`config.mk`:
```
export PLATFORM = sky130hd
export DESIGN_NAME = arb_mux_n
export DESIGN_NICKNAME = d
export VERILOG_FILES = /design/src/rtl/arb_mux_n.sv
export SDC_FILE = /design/constraint.sdc
export NUM_CORES = 1
export LEC_CHECK = 0
export BUFFER_PORTS_ARGS = -buffer_cell sky130_fd_sc_hd__buf_2
export CAP_MARGIN = 25
export CORE_ASPECT_RATIO = 0.9
export CORE_MARGIN = 2
export CORE_UTILIZATION = 40
export DETAILED_ROUTE_END_ITERATION = 8
export MAX_ROUTING_LAYER = met4
export PLACE_DENSITY = 0.91
export SYNTH_ARGS = -nofsm -noshare
export SYNTH_HDL_FRONTEND = slang
export SYNTH_SLANG_ARGS = --single-unit
```
`constraint.sdc`:
```
create_clock -name clk -period 2.7 [get_ports clk]
set_clock_uncertainty 0.2 [all_clocks]
set_input_delay 0.81 -clock clk [delete_from_list [all_inputs] [get_ports clk]]
set_output_delay 0.81 -clock clk [all_outputs]
set_load 0.1 [all_outputs]
```
`src/rtl/arb_mux_n.sv`:
```
// N-to-1 channel multiplexer with a single registered output stage.
// Grant comes from an explicit select (MODE=0) or a round-robin pointer (MODE=1).
module arb_mux_n #(
   parameter int unsigned WIDTH = 32,
   parameter int unsigned N     = 4,
   parameter int unsigned MODE  = 0,
   localparam int unsigned SW   = $clog2(N)
) (
   input  logic               clk,
   input  logic               reset_n,
   input  logic [N*WIDTH-1:0] in_data,
   input  logic [N-1:0]       in_valid,
   output logic [N-1:0]       in_ready,
   input  logic [SW-1:0]      sel,
   output logic [WIDTH-1:0]   out_data,
   output logic               out_valid,
   input  logic               out_ready,
   output logic [SW-1:0]      out_chan
);

   logic [SW-1:0]    ptr;
   logic [SW-1:0]    grant;
   logic             grant_vld;
   logic             space;
   logic             load;
   logic [WIDTH-1:0] grant_word;
   logic [2*N-1:0]   valid_dbl;
   logic [N-1:0]     valid_rot;
   logic [SW:0]      grant_sum;

   assign space = !out_valid || out_ready;

   always_comb begin
      grant     = '0;
      grant_vld = 1'b0;
      grant_sum = '0;
      // Rotate so bit 0 is the channel at ptr; the lowest set bit wins.
      valid_dbl = {in_valid, in_valid} >> ptr;
      valid_rot = valid_dbl[N-1:0];
      if (MODE == 0) begin
         if (32'(sel) < N) begin
            grant     = sel;
            grant_vld = 1'b1;
         end
      end else begin
         for (int j = N - 1; j >= 0; j--) begin
            if (valid_rot[j]) begin
               grant_sum = {1'b0, ptr} + (SW + 1)'(j);
               grant_vld = 1'b1;
            end
         end
         if (32'(grant_sum) >= N) begin
            grant = SW'(grant_sum - (SW + 1)'(N));
         end else begin
            grant = SW'(grant_sum);
         end
      end
   end

   always_comb begin
      grant_word = '0;
      in_ready   = '0;
      for (int i = 0; i < N; i++) begin
         if (grant == SW'(i)) begin
            grant_word  = in_data[i*WIDTH +: WIDTH];
            in_ready[i] = reset_n && space && grant_vld;
         end
      end
   end

   assign load = |(in_valid & in_ready);

   always_ff @(posedge clk or negedge reset_n) begin
      if (!reset_n) begin
         out_data  <= '0;
         out_valid <= 1'b0;
         out_chan  <= '0;
         ptr       <= '0;
      end else begin
         if (load) begin
            out_data  <= grant_word;
            out_chan  <= grant;
            out_valid <= 1'b1;
         end else if (out_ready) begin
            out_valid <= 1'b0;
         end
         if (MODE == 1 && load) begin
            ptr <= (32'(grant) == N - 1) ? '0 : grant + SW'(1);
         end
      end
   end

endmodule

```
## Yosys cells after proc, flatten, opt, wreduce, memory -nomap -nowiden

Index checks and enable logic that the tools add are counted.

| word-level totals | value |
|---|---|
| register bits after elaboration | 35 |
| output and inout port bits | 39 |
| input port bits | 137 |

| operators by class | value |
|---|---|
| bitwise gates (word level) | 1 |
| equal/unequal tests | 3 |
| reductions and logical operators | 6 |
| multiplexer cells | 10 |

Operators by type and width:

| operator | count |
|---|---|
| two-way mux 32 bit | 4 |
| two-way mux 1 bit | 6 |
| AND 4 bit | 1 |
| == test 2 bit, second input constant | 2 |
| OR reduction 4 bit | 1 |
| == test 2 x 1 -> 1 bit, second input constant | 1 |
| logical NOT 2 bit | 1 |
| nonzero test 2 bit | 1 |
| logical AND 1 bit | 1 |
| logical NOT 1 bit | 1 |
| logical OR 1 bit | 1 |

## Logic depth before layout (Yosys ltp)

Gate-level depths: netlist of the first run.

| logic depth | value |
|---|---|
| depth in word-level cells | 7 |
| mapped depth | 5 |
| mapped depth without buffers | 3 |

## Worst setup path after synthesis of the first run

OpenSTA, ideal clock, no wires.

| path | value |
|---|---|
| path type | input to output |
| from | input sel[1] |
| to | output in_ready[0] |
| path slack | -1.607 ns |
| required time | 1.690 ns |
| buffers on the path | 2 |
| stages on the path | 3 |
| arrival | 3.297 ns |
| path through | buf_2 > buf_1 > nor3_1 |

| on the way | value |
|---|---|
| word-level cells in the longest chain between the ends | 2 |

RTL lines:

| element | RTL line | source |
|---|---|---|
| from (decl) | 14 | `input logic [SW-1:0] sel,` |
| logical NOT 2 bit | 64 | `if (grant == SW'(i)) begin` |
| two-way mux 1 bit | 64 |  |
| to (decl) | 13 | `output logic [N-1:0] in_ready,` |

No other way between the ends.

## Worst setup path in the final report of the first run

| path | value |
|---|---|
| from | input out_ready |
| to | output in_ready[0] |

| on the way | value |
|---|---|
| word-level cells in the longest chain between the ends | 3 |

RTL lines:

| element | RTL line | source |
|---|---|---|
| from (decl) | 17 | `input logic out_ready,` |
| logical OR 1 bit | 31 | `assign space = !out_valid \|\| out_ready;` |
| logical AND 1 bit | 66 | `in_ready[i] = reset_n && space && grant_vld;` |
| two-way mux 1 bit | 64 |  |

No other way between the ends.

==> summary.txt, run 1 <==
Root buf cell: clkbuf_8
Worst setup margin: 0.1257 ns
Largest net degree at the start of global routing: 23
Post-cts hold buffer count: 0
Die area: 0.006132 sq mm
Antenna violations before repair: 0
Seq pwr share: 25.7%
Placement-stage cell area: 0.003298 sq mm
TritonRoute pass-1 iters: 5
H-tree levels: 2
CP max FO: 6
Residual DRC count: 0
Share of Yosys cell area claimed by the top area cell type: 39.66%
GR Overflow Total: 0
CTS buffer count: 5
Number of failing hold endpoints at the final stage: 0
Post-CTS Setup Bufs: 0
Final Critical Period: 2.574 ns
Largest cells by area after synthesis: dfrtp_1, mux4_2, mux2_2
Share of cells above drive strength 1: 85.06%
NetSw: 0.001592 W
Clk_lat worst skew: 0.27 ns
Fin area: 0.003403 sq mm
CP Capture Type: primary output
Syn nets: 264
Synth warn: 0
I/O Buffers: 175
Initial Util: 41.78%
Pre-CTS setup slack: 0.04848 ns
Final setup violation count: 0
Post-Route Setup TNS: 0 ns
Nets: 444
Distinct cells, synth: 17
Area delta synth->final: 54.11%
Outcome: finished, final reports clean
#FFs+latches synth: 35
Core Region: 0.005286 sq mm
Sw Share: 55.04%
Int Pwr: 0.001300 W
Mapped Area: 0.002208 sq mm
Slew Limit Fails: 0
Most common cell after layout, fill and taps aside: buf_2
FMAX: 0.3884 GHz
Die height: 74.49 um
Post-synth top area cell: dfrtp_1
Max-cap violations: 0
Crit path DAT: 1.56 ns
Commonest cells after routing, fill and taps aside: buf_2, mux2_2, dfrtp_1
First-pass GRT wire length: 8.914 mm
WL final: 6.369 mm
PwrDens: 849.7 mW/mm^2
Reg clk slew, reported paths: 0.07 ns
Fin cells: 375
Crit path kind: in2out
Cell Rows: 25
Routability cong.: 0.8641
Vias/cell: 5.309
Register area share after synthesis: 39.66%
Comb pwr share: 60.3%
Post-Synthesis Cells: 127
Clk sinks: 35
Initial DRC count: 72
Period utilization: 95.35%
DPL Wire Length: 5.474 mm
Number of nets with antenna violations after routing: 0
Overall routing resource usage: 20.20%
Vias in the first global route: 2048
DR WL/cell: 16.98 um
Worst slew margin: 66.39%
Util after Layout: 64.38%
Critical Path RT: 1.69 ns
CTS max path bufs: 2
Maximum VDD drop: 0.4805 mV
RSZ-0062 raised after global routing: no
Leak: 1.666 nW
Vias: 1991
Resize count post-CTS: 0
Startpoint type of the worst setup path: input pin
Placed Cells: 367
HP Class: reg2reg
IO Pins: 176
TritonCTS clock tree: built
Syn Area/Cell: 17.39 sq um
Chip width: 82.32 um
Clk network pwr share: 14.0%
ANT cells: 0
Least-Margin Pin Slew: 0.5077 ns
cell families after synthesis:
logic type	synth area share (%)
DFF	39.66
AOI/OAI and AO/OA	0.7933
and+or+nand+nor	2.664
muxes	52.69
buffers and inverters	4.192
state kept, by name, indices dropped and copies added, names as in the netlist:
name,flops
out_data,32
out_chan,2
out_valid,1
cell type report:
type / count / area, sq um
tap: 67 / 83.83
sequential: 35 / 877.1
multi-input combinational: 80 / 1297
fill: 400 / 1883
inverter: 1 / 3.754
timing repair buffer: 184 / 1041
clock buffer: 8 / 100.1
through the flow:
stage | hold WS (ns) | power (W)
3_5_place_dp | 0.2881 | 0.002506
5_1_grt | 0.3131 | 0.002997
4_1_cts | 0.3035 | 0.002916
3_3_place_gp | 0.2811 | 0.002471
2_1_floorplan | 0.3144 | 0.002156
6_report | 0.3028 | 0.002892
power by group through the flow:
stage                     clock (W)  sequential, W  combinational (W)
after floorplan                   0        0.00184           0.000315
after global placement            0       0.000744            0.00173
after detailed placement          0       0.000753            0.00175
after CTS                  0.000420       0.000743            0.00175
after global routing       0.000443       0.000760            0.00179
final                      0.000406       0.000742            0.00174
synthesized netlist by cell type, drive strengths merged:
library cell / n
a22o: 1
a31o: 1
buf: 9
clkbuf: 2
dfrtp: 35
inv: 1
mux2: 35
mux4: 33
nand2: 2
nand2b: 1
nand3: 3
nor2: 2
nor3: 2
layer usage:
metal | up-vias | GRT usage, % | wire length [um]
met2 | 130 | 39.34 | 3512
met4 | 0 | 5.741 | 93
met1 | 970 | 19.26 | 2075
met5 | - | - | 0
met3 | 10 | 5.218 | 687
li1 | 881 | - | -
path summary, 6_finish.rpt:
| kind | startpoint | to | slack [ns] | cells after the start |
|---|---|---|---|---|
| min reg2reg | out_data[20] | out_data[20] | 0.30 | 1 |
| min in group asynchronous | reset_n | out_data[0] | 0.39 | 2 |
| min | out_data[20] | out_data[20] | 0.30 | 1 |
| max in group asynchronous | reset_n | out_data[26] | 1.65 | 2 |
| max reg2reg | out_valid | out_data[26] | 1.26 | 4 |
| max | out_ready | in_ready[0] | 0.13 | 5 |
worst max-delay path, cell delays in order:
cell and delay, ns:
buf_2 0.07, nand2b_4 0.17, nand2_4 0.08, nor3_4 0.23
buf_12 0.20
(Power assumes the default switching activity.)
==> inputs of run 2 (changes only) <==
--- a/config.mk
+++ b/config.mk
@@ -9,10 +9,11 @@
 export CAP_MARGIN = 25
 export CORE_ASPECT_RATIO = 0.9
 export CORE_MARGIN = 2
-export CORE_UTILIZATION = 40
+export CORE_UTILIZATION = 41
+export CTS_BUF_LIST = sky130_fd_sc_hd__clkbuf_4
 export DETAILED_ROUTE_END_ITERATION = 8
 export MAX_ROUTING_LAYER = met4
-export PLACE_DENSITY = 0.91
+export PLACE_DENSITY = 0.92
 export SYNTH_ARGS = -nofsm -noshare
 export SYNTH_HDL_FRONTEND = slang
 export SYNTH_SLANG_ARGS = --single-unit
==> constraint.sdc (replaced) <==
create_clock -name clk -period 2.7 [get_ports clk]
set_clock_uncertainty 0.2 [all_clocks]
set_input_delay 0.405 -clock clk [delete_from_list [all_inputs] [get_ports clk]]
set_output_delay 0.405 -clock clk [all_outputs]
set_load 0.1 [all_outputs]
==> summary.txt, run 2 (same netlist as run 1, synthesis figures left out) <==
Reg clk slew, reported paths: 0.10 ns (was 0.07 ns)
Least-Margin Pin Slew: 0.5036 ns (was 0.5077 ns)
Number of nets with antenna violations after routing: 0 (unchanged)
IO Pins: 176 (unchanged)
ANT cells: 0 (unchanged)
Largest regs: out_data x32, out_chan x2, out_valid x1 (unchanged)
Reg2reg setup slack: 0.90 ns (was 1.26 ns)
Worst Hold Slack: 0.2295 ns (was 0.3028 ns)
Util after Layout: 62.30% (was 64.38%)
Antenna violations before repair: 0 (unchanged)
Residual DRC count: 0 (unchanged)
PwrDens: 844.8 mW/mm^2 (was 849.7 mW/mm^2)
Initial Util: 42.28% (was 41.78%)
I/O Buffers: 175 (unchanged)
First-pass GRT wire length: 9.204 mm (was 8.914 mm)
Crit path kind: in2out (unchanged)
Core Region: 0.005224 sq mm (was 0.005286 sq mm)
Post-Route Setup TNS: 0 ns (unchanged)
TritonRoute pass-1 iters: 4 (was 5)
Period utilization: 83.72% (was 95.35%)
Seq pwr share: 27.2% (was 25.7%)
Overall routing resource usage: 21.50% (was 20.20%)
Share of cells above drive strength 1: 82.24% (was 85.06%)
Clk_lat worst skew: 0.32 ns (was 0.27 ns)
Initial DRC count: 54 (was 72)
CTS max path bufs: 2 (unchanged)
Total power: 0.002749 W (was 0.002892 W)
Nets: 440 (was 444)
Critical Path RT: 2.10 ns (was 1.69 ns)
Comb pwr share: 62.7% (was 60.3%)
Area delta synth->final: 47.37% (was 54.11%)
Crit path DAT: 1.66 ns (was 1.56 ns)
GR Overflow Total: 0 (unchanged)
Resize count post-CTS: 0 (unchanged)
Clk network pwr share: 10.1% (was 14.0%)
TritonCTS clock tree: built (unchanged)
Final Critical Period: 2.260 ns (was 2.574 ns)
Slew Limit Fails: 0 (unchanged)
Die area: 0.005990 sq mm (was 0.006132 sq mm)
WL final: 6.472 mm (was 6.369 mm)
Startpoint type of the worst setup path: input pin (unchanged)
Vias: 1968 (was 1991)
Int Pwr: 0.001158 W (was 0.001300 W)
HP Class: in2async (was reg2reg)
RSZ-0062 raised after global routing: no (unchanged)
Commonest cells after routing, fill and taps aside: buf_2, mux2_2, dfrtp_1 (unchanged)
Vias in the first global route: 2060 (was 2048)
Max-cap violations: 0 (unchanged)
Die height: 73.63 um (was 74.49 um)
Maximum VDD drop: 0.5775 mV (was 0.4805 mV)
Root buf cell: clkbuf_4 (was clkbuf_8)
Chip width: 81.36 um (was 82.32 um)
H-tree levels: 2 (unchanged)
Max reg flops: 32 (unchanged)
Routability cong.: 0.8292 (was 0.8641)
DR WL/cell: 17.44 um (was 16.98 um)
NetSw: 0.001592 W (about the same)
CTS buffer count: 5 (unchanged)
Number of failing hold endpoints at the final stage: 0 (unchanged)
Final setup violation count: 0 (unchanged)
Sw Share: 57.90% (was 55.04%)
Outcome: finished, final reports clean (unchanged)
CP Capture Type: primary output (unchanged)
Clk sinks: 35 (unchanged)
Cell Rows: 25 (unchanged)
Most common cell after layout, fill and taps aside: buf_2 (unchanged)
Largest register by flop count: out_data (unchanged)
Worst slew margin: 66.65% (was 66.39%)
DPL Wire Length: 5.318 mm (was 5.474 mm)
Vias/cell: 5.305 (was 5.309)
Leak: 1.601 nW (was 1.666 nW)
FMAX: 0.4424 GHz (was 0.3884 GHz)
CP max FO: 7 (was 6)
Largest net degree at the start of global routing: 39 (was 23)
## run 2: through the flow
| step | instances | cell area [sq um] | setup slack [ns] |
|---|---|---|---|
| floorplan | 127 | 2218 | -0.4090 |
| finish | 371 | 3254 | 0.4397 |
| global route | 371 | 3254 | 0.3687 |
| global placement | 362 | 3192 | 0.4955 |
| detailed placement | 362 | 3192 | 0.4369 |
| CTS | 371 | 3254 | 0.4244 |
## run 2: path summary, 6_finish.rpt
| kind | start | end | depth (start not counted) |
|---|---|---|---|
| max in group asynchronous | reset_n | out_data[3] | 3 |
| min reg2reg | out_data[10] | out_data[10] | 1 |
| max | reset_n | in_ready[2] | 5 |
| min | reset_n | out_chan[1] | 2 |
| min in group clk | in_data[117] | out_data[21] | 3 |
| max reg2reg | out_valid | out_data[4] | 3 |
## run 2: power by group through the flow
stage	Sequential, W	Clock [W]	Combinational [W]
6_report	0.000747	0.000277	0.00172
5_1_grt	0.000762	0.000311	0.00177
4_1_cts	0.000747	0.000286	0.00173
3_5_place_dp	0.000757	0	0.00173
3_3_place_gp	0.000749	0	0.00170
2_1_floorplan	0.00184	0	0.000302
## run 2: metal layers
metal | GRT usage [%] | share of wire (%)
met5 | - | 0
met4 | 4.708 | 0.88
met3 | 6.143 | 10
met2 | 39.98 | 55
met1 | 22.40 | 34
## run 2: final cells by class
| cell class | count | area [sq um] |
|---|---|---|
| clock buffers | 6 | 45.04 |
| clock inverters | 2 | 7.507 |
| fillers | 427 | 1969 |
| inverters | 1 | 3.754 |
| multi-input cells | 80 | 1250 |
| flip-flops and latches | 35 | 875.8 |
| well taps | 67 | 83.83 |
| repair buffers | 180 | 988.4 |
## run 2: worst max-delay path, stage by stage
cell           delay (ns)
dlygate4sd3_1        0.51
buf_2                0.20
nand3_1              0.12
nor2_1               0.21
buf_12               0.21
## run 2: timing repair
item                      4_1_cts  5_1_grt
hold buffers                    1        0
hold endpoints to repair       35        0
setup buffers                   0        0
